## config.mk

```make
export PLATFORM = sky130hd
export DESIGN_NAME = data_mem_controller_flat
export DESIGN_NICKNAME = d
export VERILOG_FILES = /design/src/rtl/data_mem_if.sv /design/src/rtl/data_mem_controller.sv /design/src/flat_wrapper.sv
export SDC_FILE = /design/constraint.sdc
export NUM_CORES = 1
export LEC_CHECK = 0
export CELL_PAD_IN_SITES_DETAIL_PLACEMENT = 1
export CELL_PAD_IN_SITES_GLOBAL_PLACEMENT = 1
export CORE_MARGIN = 2
export CORE_UTILIZATION = 38
export DETAILED_ROUTE_END_ITERATION = 16
export GPL_TIMING_DRIVEN = 0
export PLACE_DENSITY = 0.84
export SETUP_SLACK_MARGIN = 0.2
export SLEW_MARGIN = 20
export SYNTH_ARGS = -nofsm -noshare
export SYNTH_HDL_FRONTEND = slang
export SYNTH_SLANG_ARGS = --single-unit
```

## constraint.sdc

```tcl
create_clock -name clk -period 3.6 [get_ports clk]
set_input_delay 0.72 -clock clk [delete_from_list [all_inputs] [get_ports clk]]
set_output_delay 0.72 -clock clk [all_outputs]
set_load 0.03 [all_outputs]
```

## src/rtl/data_mem_if.sv

```systemverilog
// CPU data-port and data-RAM signal bundle for the data memory controller.
// master: the CPU/RAM environment side; slave: the controller itself.
interface data_mem_if #(
    parameter int unsigned ADDR_W = 10
) ();
    // CPU side
    logic              cpu_req;
    logic [2:0]        cpu_mem_fn;
    logic [31:0]       cpu_addr;
    logic [31:0]       cpu_write_data;
    logic [31:0]       cpu_read_data;
    logic              cpu_stall;
    logic              cpu_done;
    logic              cpu_misalign;
    // RAM side
    logic              mem_en;
    logic              mem_we;
    logic [ADDR_W-1:0] mem_addr;
    logic [31:0]       mem_write_data;
    logic [31:0]       mem_read_data;

    modport master (
        output cpu_req, cpu_mem_fn, cpu_addr, cpu_write_data,
        input  cpu_read_data, cpu_stall, cpu_done, cpu_misalign,
        input  mem_en, mem_we, mem_addr, mem_write_data,
        output mem_read_data
    );

    modport slave (
        input  cpu_req, cpu_mem_fn, cpu_addr, cpu_write_data,
        output cpu_read_data, cpu_stall, cpu_done, cpu_misalign,
        output mem_en, mem_we, mem_addr, mem_write_data,
        input  mem_read_data
    );
endinterface

```

## src/rtl/data_mem_controller.sv

```systemverilog
// Data memory controller: sequences CPU byte/half/word loads and stores onto a
// single-port, word-addressed, synchronous-read RAM. Sub-word stores are done
// as read-modify-write; loads are lane-extracted and sign/zero extended.
module data_mem_controller #(
    parameter int unsigned ADDR_W = 10
) (
    input  logic       clk,
    input  logic       rst_n,
    data_mem_if.slave  bus
);

    // Memory function encodings
    localparam logic [2:0] MemLb  = 3'd0;
    localparam logic [2:0] MemLh  = 3'd1;
    localparam logic [2:0] MemLw  = 3'd2;
    localparam logic [2:0] MemSb  = 3'd3;
    localparam logic [2:0] MemLbu = 3'd4;
    localparam logic [2:0] MemLhu = 3'd5;
    localparam logic [2:0] MemSh  = 3'd6;
    localparam logic [2:0] MemSw  = 3'd7;

    typedef enum logic [2:0] {
        StIdle,
        StLdWait,
        StRmwRd,
        StRmwWr,
        StDone
    } state_e;

    state_e              state_q, state_d;
    logic [2:0]          fn_q, fn_d;
    logic [1:0]          off_q, off_d;
    logic [ADDR_W-1:0]   waddr_q, waddr_d;
    logic [31:0]         wdata_q, wdata_d;
    logic [31:0]         rdata_q, rdata_d;
    logic [31:0]         merged_q, merged_d;
    logic                misalign_q, misalign_d;

    logic                accept;
    logic [ADDR_W-1:0]   cpu_waddr;
    logic                unused_addr_hi;

    function automatic logic is_load(input logic [2:0] fn);
        return (fn == MemLb) || (fn == MemLbu) || (fn == MemLh) ||
               (fn == MemLhu) || (fn == MemLw);
    endfunction

    function automatic logic is_store(input logic [2:0] fn);
        return (fn == MemSb) || (fn == MemSh) || (fn == MemSw);
    endfunction

    function automatic logic is_misaligned(input logic [2:0] fn, input logic [1:0] off);
        logic mis;
        mis = 1'b0;
        case (fn)
            MemLw, MemSw:         mis = (off != 2'b00);
            MemLh, MemLhu, MemSh: mis = off[0];
            default:              mis = 1'b0;
        endcase
        return mis;
    endfunction

    // Pick the addressed lane out of the RAM word and extend it to 32 bits
    function automatic logic [31:0] load_extract(input logic [2:0]  fn,
                                                 input logic [1:0]  off,
                                                 input logic [31:0] word);
        logic [7:0]  lane_b;
        logic [15:0] lane_h;
        logic [31:0] res;
        lane_b = word[{off, 3'b000} +: 8];
        lane_h = off[1] ? word[31:16] : word[15:0];
        case (fn)
            MemLb:   res = {{24{lane_b[7]}}, lane_b};
            MemLbu:  res = {24'h0, lane_b};
            MemLh:   res = {{16{lane_h[15]}}, lane_h};
            MemLhu:  res = {16'h0, lane_h};
            default: res = word;
        endcase
        return res;
    endfunction

    // Insert right-aligned store data into the old word at the addressed lane
    function automatic logic [31:0] store_merge(input logic [2:0]  fn,
                                                input logic [1:0]  off,
                                                input logic [31:0] old_word,
                                                input logic [31:0] data);
        logic [31:0] res;
        res = old_word;
        case (fn)
            MemSb:   res[{off, 3'b000} +: 8]     = data[7:0];
            MemSh:   res[{off[1], 4'b0000} +: 16] = data[15:0];
            default: res = data;
        endcase
        return res;
    endfunction

    assign cpu_waddr      = bus.cpu_addr[ADDR_W+1:2];
    // Upper address bits wrap within the RAM
    assign unused_addr_hi = ^bus.cpu_addr[31:ADDR_W+2];

    // rst_n gates the accept so no RAM strobe escapes while reset is asserted
    assign accept = (state_q == StIdle) && bus.cpu_req && rst_n &&
                    (is_load(bus.cpu_mem_fn) || is_store(bus.cpu_mem_fn));

    // Next-state, latched request fields and RAM strobes
    always_comb begin
        state_d            = state_q;
        fn_d               = fn_q;
        off_d              = off_q;
        waddr_d            = waddr_q;
        wdata_d            = wdata_q;
        rdata_d            = rdata_q;
        merged_d           = merged_q;
        misalign_d         = misalign_q;
        bus.mem_en         = 1'b0;
        bus.mem_we         = 1'b0;
        bus.mem_addr       = waddr_q;
        bus.mem_write_data = '0;
        bus.cpu_stall      = 1'b0;

        unique case (state_q)
            StIdle: begin
                if (accept) begin
                    fn_d          = bus.cpu_mem_fn;
                    off_d         = bus.cpu_addr[1:0];
                    waddr_d       = cpu_waddr;
                    wdata_d       = bus.cpu_write_data;
                    misalign_d    = 1'b0;
                    bus.cpu_stall = 1'b1;
                    bus.mem_addr  = cpu_waddr;
                    if (is_misaligned(bus.cpu_mem_fn, bus.cpu_addr[1:0])) begin
                        misalign_d = 1'b1;
                        state_d    = StDone;
                    end else if (is_load(bus.cpu_mem_fn)) begin
                        bus.mem_en = 1'b1;
                        state_d    = StLdWait;
                    end else if (bus.cpu_mem_fn == MemSw) begin
                        bus.mem_en         = 1'b1;
                        bus.mem_we         = 1'b1;
                        bus.mem_write_data = bus.cpu_write_data;
                        state_d            = StDone;
                    end else begin
                        bus.mem_en = 1'b1;
                        state_d    = StRmwRd;
                    end
                end
            end
            StLdWait: begin
                bus.cpu_stall = 1'b1;
                rdata_d       = load_extract(fn_q, off_q, bus.mem_read_data);
                state_d       = StDone;
            end
            StRmwRd: begin
                bus.cpu_stall = 1'b1;
                merged_d      = store_merge(fn_q, off_q, bus.mem_read_data, wdata_q);
                state_d       = StRmwWr;
            end
            StRmwWr: begin
                bus.cpu_stall      = 1'b1;
                bus.mem_en         = 1'b1;
                bus.mem_we         = 1'b1;
                bus.mem_write_data = merged_q;
                state_d            = StDone;
            end
            StDone: begin
                state_d = StIdle;
            end
            default: begin
                state_d = StIdle;
            end
        endcase
    end

    // State and request registers
    always_ff @(posedge clk or negedge rst_n) begin
        if (!rst_n) begin
            state_q    <= StIdle;
            fn_q       <= '0;
            off_q      <= '0;
            waddr_q    <= '0;
            wdata_q    <= '0;
            rdata_q    <= '0;
            merged_q   <= '0;
            misalign_q <= 1'b0;
        end else begin
            state_q    <= state_d;
            fn_q       <= fn_d;
            off_q      <= off_d;
            waddr_q    <= waddr_d;
            wdata_q    <= wdata_d;
            rdata_q    <= rdata_d;
            merged_q   <= merged_d;
            misalign_q <= misalign_d;
        end
    end

    // CPU-facing completion outputs
    always_comb begin
        bus.cpu_done      = (state_q == StDone);
        bus.cpu_misalign  = (state_q == StDone) && misalign_q;
        bus.cpu_read_data = rdata_q;
    end

endmodule

```

## src/flat_wrapper.sv

```systemverilog
// flat-port wrapper written by rule: the top's interface ports become plain ports
module data_mem_controller_flat 
#(
    parameter int unsigned ADDR_W = 10
)
  (clk, rst_n, bus_cpu_req, bus_cpu_mem_fn, bus_cpu_addr, bus_cpu_write_data, bus_cpu_read_data, bus_cpu_stall, bus_cpu_done, bus_cpu_misalign, bus_mem_en, bus_mem_we, bus_mem_addr, bus_mem_write_data, bus_mem_read_data);
  data_mem_if #(.ADDR_W(ADDR_W)) bus_i ();
  input  logic clk;
  input  logic rst_n;
  input wire logic [$bits(bus_i.cpu_req)-1:0] bus_cpu_req;
  input wire logic [$bits(bus_i.cpu_mem_fn)-1:0] bus_cpu_mem_fn;
  input wire logic [$bits(bus_i.cpu_addr)-1:0] bus_cpu_addr;
  input wire logic [$bits(bus_i.cpu_write_data)-1:0] bus_cpu_write_data;
  output wire logic [$bits(bus_i.cpu_read_data)-1:0] bus_cpu_read_data;
  output wire logic [$bits(bus_i.cpu_stall)-1:0] bus_cpu_stall;
  output wire logic [$bits(bus_i.cpu_done)-1:0] bus_cpu_done;
  output wire logic [$bits(bus_i.cpu_misalign)-1:0] bus_cpu_misalign;
  output wire logic [$bits(bus_i.mem_en)-1:0] bus_mem_en;
  output wire logic [$bits(bus_i.mem_we)-1:0] bus_mem_we;
  output wire logic [$bits(bus_i.mem_addr)-1:0] bus_mem_addr;
  output wire logic [$bits(bus_i.mem_write_data)-1:0] bus_mem_write_data;
  input wire logic [$bits(bus_i.mem_read_data)-1:0] bus_mem_read_data;
  assign bus_i.cpu_req = bus_cpu_req;
  assign bus_i.cpu_mem_fn = bus_cpu_mem_fn;
  assign bus_i.cpu_addr = bus_cpu_addr;
  assign bus_i.cpu_write_data = bus_cpu_write_data;
  assign bus_cpu_read_data = bus_i.cpu_read_data;
  assign bus_cpu_stall = bus_i.cpu_stall;
  assign bus_cpu_done = bus_i.cpu_done;
  assign bus_cpu_misalign = bus_i.cpu_misalign;
  assign bus_mem_en = bus_i.mem_en;
  assign bus_mem_we = bus_i.mem_we;
  assign bus_mem_addr = bus_i.mem_addr;
  assign bus_mem_write_data = bus_i.mem_write_data;
  assign bus_i.mem_read_data = bus_mem_read_data;
  data_mem_controller #(.ADDR_W(ADDR_W)) u_core (.clk(clk), .rst_n(rst_n), .bus(bus_i));
endmodule
```

==> results of run 1 <==
==> power by group through the flow <==
stage	registers, mW	logic, mW	clock network, mW
floorplan	2.42	1.32	0
global placement	2.22	2.56	0
detailed placement	2.24	2.67	0
CTS	2.24	2.70	1.69
global route	2.29	2.91	1.76
finish	2.26	2.70	1.69
==> cell usage after synthesis, types with 9 or more instances <==
| master | instances |
|---|---|
| nand3_1 | 35 |
| nor2_1 | 35 |
| a221oi_1 | 23 |
| a21oi_1 | 37 |
| nand2b_1 | 9 |
| dfrtp_1 | 115 |
| buf_2 | 11 |
| or3_1 | 10 |
| o21ai_0 | 14 |
| nand2_1 | 195 |
| clkbuf_1 | 28 |
| a22o_1 | 33 |
==> worst max-delay path by stage <==
stage                                  end  depth (start not counted)
floorplan           bus_mem_write_data[10]                          5
global placement           bus_mem_addr[6]                          6
detailed placement  bus_mem_write_data[15]                          9
CTS                        bus_mem_addr[0]                          6
global route               bus_mem_addr[6]                          8
finish                     bus_mem_addr[6]                          8
==> state kept, by name, summed over array words and instances, names as in the netlist <==
name                      cells
u_core.state_q                3
u_core.bus.cpu_read_data     32
u_core.waddr_q               10
u_core.wdata_q               32
u_core.fn_q                   3
u_core.off_q                  2
u_core.misalign_q             1
u_core.merged_q              32
==> cell usage in the layout, fill, tap and decap left out, types with 3 or more instances in the layout <==
| cell | synthesis | routed |
|---|---|---|
| nand3_1 | 35 | 34 |
| or3_1 | 10 | 10 |
| a221o_1 | 8 | 8 |
| nand2b_1 | 9 | 9 |
| ha_1 | 5 | 5 |
| clkdlybuf4s15_2 | 0 | 12 |
| buf_4 | 5 | 5 |
| a22oi_1 | 6 | 6 |
| nor2_1 | 35 | 35 |
| a221oi_1 | 23 | 23 |
| buf_2 | 11 | 10 |
| o31ai_4 | 3 | 3 |
| and2_0 | 4 | 4 |
| clkdlybuf4s50_1 | 0 | 113 |
| dlygate4sd2_1 | 0 | 9 |
| nand2_1 | 195 | 195 |
| o21ai_0 | 14 | 14 |
| clkbuf_16 | 0 | 17 |
| a22o_1 | 33 | 33 |
| a21oi_1 | 37 | 36 |
| dlymetal6s2s_1 | 0 | 7 |
| o221a_2 | 6 | 6 |
| a31oi_1 | 6 | 6 |
| and2_1 | 5 | 5 |
| clkbuf_1 | 28 | 26 |
| nor2b_1 | 3 | 3 |
| clkbuf_2 | 0 | 21 |
| mux2_2 | 7 | 7 |
| dfrtp_1 | 115 | 115 |
| nor3_1 | 7 | 7 |
| clkinvlp_4 | 0 | 7 |
| a21o_1 | 5 | 5 |
| a211oi_1 | 5 | 5 |
| inv_1 | 6 | 6 |
==> logic make-up after synthesis <==
kind of cell	count (synthesis)	share of synthesized area (%)
AND/OR/NAND/NOR	321	24.15
AO/OA/AOI/OAI	164	21.18
flip-flops	115	47.52
buffers and inverters	55	4.194
multiplexers	9	1.632
adder cells (fa/ha/maj)	5	1.033
XOR/XNOR	2	0.2893
==> metal layers <==
| layer | wire, um | up-vias |
|---|---|---|
| met5 | 0 | - |
| met4 | 754 | 0 |
| met3 | 1734 | 56 |
| met2 | 12460 | 283 |
| met1 | 10020 | 3184 |
| li1 | - | 2743 |
==> critical path: stages <==
cell and delay, ps:
clkdlybuf4s50_1 520, nand2_1 90, nor2b_1 150, clkbuf_4 250, clkbuf_2 270, nand2_1 80, nand2_1 80, clkdlybuf4s50_1 680
==> layout make-up <==
| cell class | instances | area share (%) |
|---|---|---|
| Multi-Input combinational cell | 501 | 34.35 |
| Sequential cell | 115 | 33.50 |
| Timing Repair Buffer | 163 | 19.13 |
| Clock buffer | 20 | 5.317 |
| Tap cell | 216 | 3.146 |
| Buffer | 48 | 2.724 |
| Clock inverter | 12 | 1.529 |
| Inverter | 7 | 0.3059 |
==> stage by stage <==
step,instances,power (mW),hold WS [ps],utilization [%],setup TNS (ps)
3_5_place_dp,1048,4.912,464.7,50.64,-25060
2_1_floorplan,671,3.745,424.4,-,0
4_1_cts,1082,6.628,130.2,55.06,0
5_1_grt,1082,6.961,132.8,54.67,-58.40
3_3_place_gp,1047,4.774,456.0,50.45,-699730
6_report,1082,6.643,136.6,54.67,0
==> what timing repair did <==
| item | 4_1_cts | 5_1_grt |
|---|---|---|
| gates cloned | 2 | 0 |
| hold buffers | 0 | 0 |
| gates resized for setup | 89 | 29 |
| setup endpoints to repair | 44 | 40 |
==> run_results.csv, run 1 <==
group,metric,value,unit
synthesis,synth_area_leaders,"dfrtp_1, nand2_1, a22o_1, a221oi_1, a21oi_1",
sta,post-route-period-util,99.02,%
synthesis,synth_cells,671,
clock_tree,cts-buffers-inserted,17,
cells_and_area,nets,960,
cells_and_area,design_area,8589,um2
setup_path,reg2reg_from,"u_core.off_q[1]$_DFFE_PN0P_",
setup_path,crit_path_end_kind,"output pin",
placement,dpl.hpwl,18.31,mm
synthesis,synth_seq_area_share,47.52,%
cells_and_area,seqCellArea,2878,um2
clock_tree,cts_tree,"built",
power_and_ir_drop,total_leakage_power,3.855,nW
floorplan,start_util,38.54,%
setup_path,critPathLaunch,"bus_cpu_req",
floorplan,dieWidth,130.2,um
power_and_ir_drop,p_comb_share,40.6,%
synthesis,yosys_warnings,0,
placement,dp_worst_setup_slack,-654.2,ps
clock_tree,clockRootBuffer,"clkbuf_16",
grt,overflow,0,
setup_path,crit_arrival,2840,ps
clock_tree,ctsLongestPathBuffers,2,
sta,maxSlewHeadroom,40.53,%
placement,finalWeightedCongestion,0.9025,
cells_and_area,multi_input_area,2950,um2
synthesis,synth.cell_area,6056,um2
run_status,status,"completed",
power_and_ir_drop,internal_power,3.924,mW
setup_path,reg2reg_slack,640,ps
min_path,hp-class,"in2async",
detailed_routing,drt_iter0_markers,452,
sta,finalHoldViolations,0,
detailed_routing,vias,6266,
grt,antenna_found_initial,0,
job,drv_cap,0,
synthesis,synth-async-reset-ratio,100.0,%
cells_and_area,drive_gt1_share,13.51,%
clock_tree,cts_sinks,115,
synthesis,ys_ff_latch,115,
synthesis,synth-edff-count,0,
floorplan,rows,46,
synthesis,syn_area_per_cell,9.025,um2
power_and_ir_drop,swShare,40.93,%
setup_path,cp_max_fo,10,
synthesis,yosys.area.top_type,"dfrtp_1",
grt,use_met3,5.740,%
detailed_routing,final_antenna_net_count,0,
cells_and_area,antenna_cells,0,
power_and_ir_drop,vdd_drop_max,358.6,uV
grt,grtUsageMet2,51.80,%
setup_path,cp-start-kind,"primary input",
floorplan,dieArea,16960,um2
sta,slew_violations,0,
power_and_ir_drop,power.density,773.4,nW/um2
clock_tree,htreeDepth,4,
power_and_ir_drop,clockPowerShare,25.4,%
grt,grt_max_degree,33,
placement,io_buffers,160,
grt,grt_pass1_vias,6740,
detailed_routing,dr.pass1.iters,5,
synthesis,synth_cell_type_count,63,
floorplan,core,15710,um2
synthesis,ys.flop_type,"dfrtp_1",
clock_tree,clkLatencyLatePin,420,ps
sta,rsz0062_at_grt,"yes",
detailed_routing,via_per_inst,5.791,
grt,grt_pass1_wl,38.09,mm
sta,max_freq,280.5,MHz
synthesis,syn_nets,778,
detailed_routing,wirelength,24.97,mm
clock_tree,clk_pin_slew_worst_paths,50,ps
detailed_routing,wl_per_cell,23.07,um
sta,setup_violations,0,
power_and_ir_drop,p_switching,2.719,mW
setup_path,r2r_end,"u_core.merged_q[22]$_DFFE_PN0N_",
sta,setup_slack,35.18,ps
sta,finalClockSkew,8.282,ps
detailed_routing,drc_errors,0,
grt,grt_usage,30.21,%
clock_tree,cts_setup_buffers,0,
sta,finalCriticalPeriod,3565,ps
setup_path,required,2880,ps
placement,placed_cell_area,7956,um2
setup_path,ff2ff_path_depth,8,
floorplan,io_pins,181,
cells_and_area,fill_cells,1799,
grt,grt_busiest_layer,"met2",
setup_path,crit_type,"in2out",
sta,worst_slew_pin_slew,892.0,ps
cells_and_area,syn2layout_area_growth,41.84,%
floorplan,die_height,130.2,um
grt,met1_usage,37.22,%
synthesis,netlist.area_leader.share,47.52,%
power_and_ir_drop,p_seq_share,34.0,%
No activity file was read; power rests on OpenSTA's default activity.
==> run 2: changes to the inputs <==
--- a/config.mk
+++ b/config.mk
@@ -9,6 +9,7 @@
 export CELL_PAD_IN_SITES_GLOBAL_PLACEMENT = 1
 export CORE_MARGIN = 2
 export CORE_UTILIZATION = 38
+export CTS_CLUSTER_DIAMETER = 120
 export DETAILED_ROUTE_END_ITERATION = 16
 export GPL_TIMING_DRIVEN = 0
 export PLACE_DENSITY = 0.84
==> results of run 2 <==
No change in the layout: final DEF, timing and power equal those of run 1.
==> run 3: changes to the inputs <==
--- a/config.mk
+++ b/config.mk
@@ -9,7 +9,7 @@
 export CELL_PAD_IN_SITES_GLOBAL_PLACEMENT = 1
 export CORE_MARGIN = 2
 export CORE_UTILIZATION = 38
-export CTS_CLUSTER_DIAMETER = 120
+export CTS_CLUSTER_DIAMETER = 50
 export DETAILED_ROUTE_END_ITERATION = 16
 export GPL_TIMING_DRIVEN = 0
 export PLACE_DENSITY = 0.84
==> results of run 3 <==
No change in the layout: final DEF, timing and power equal those of run 1.
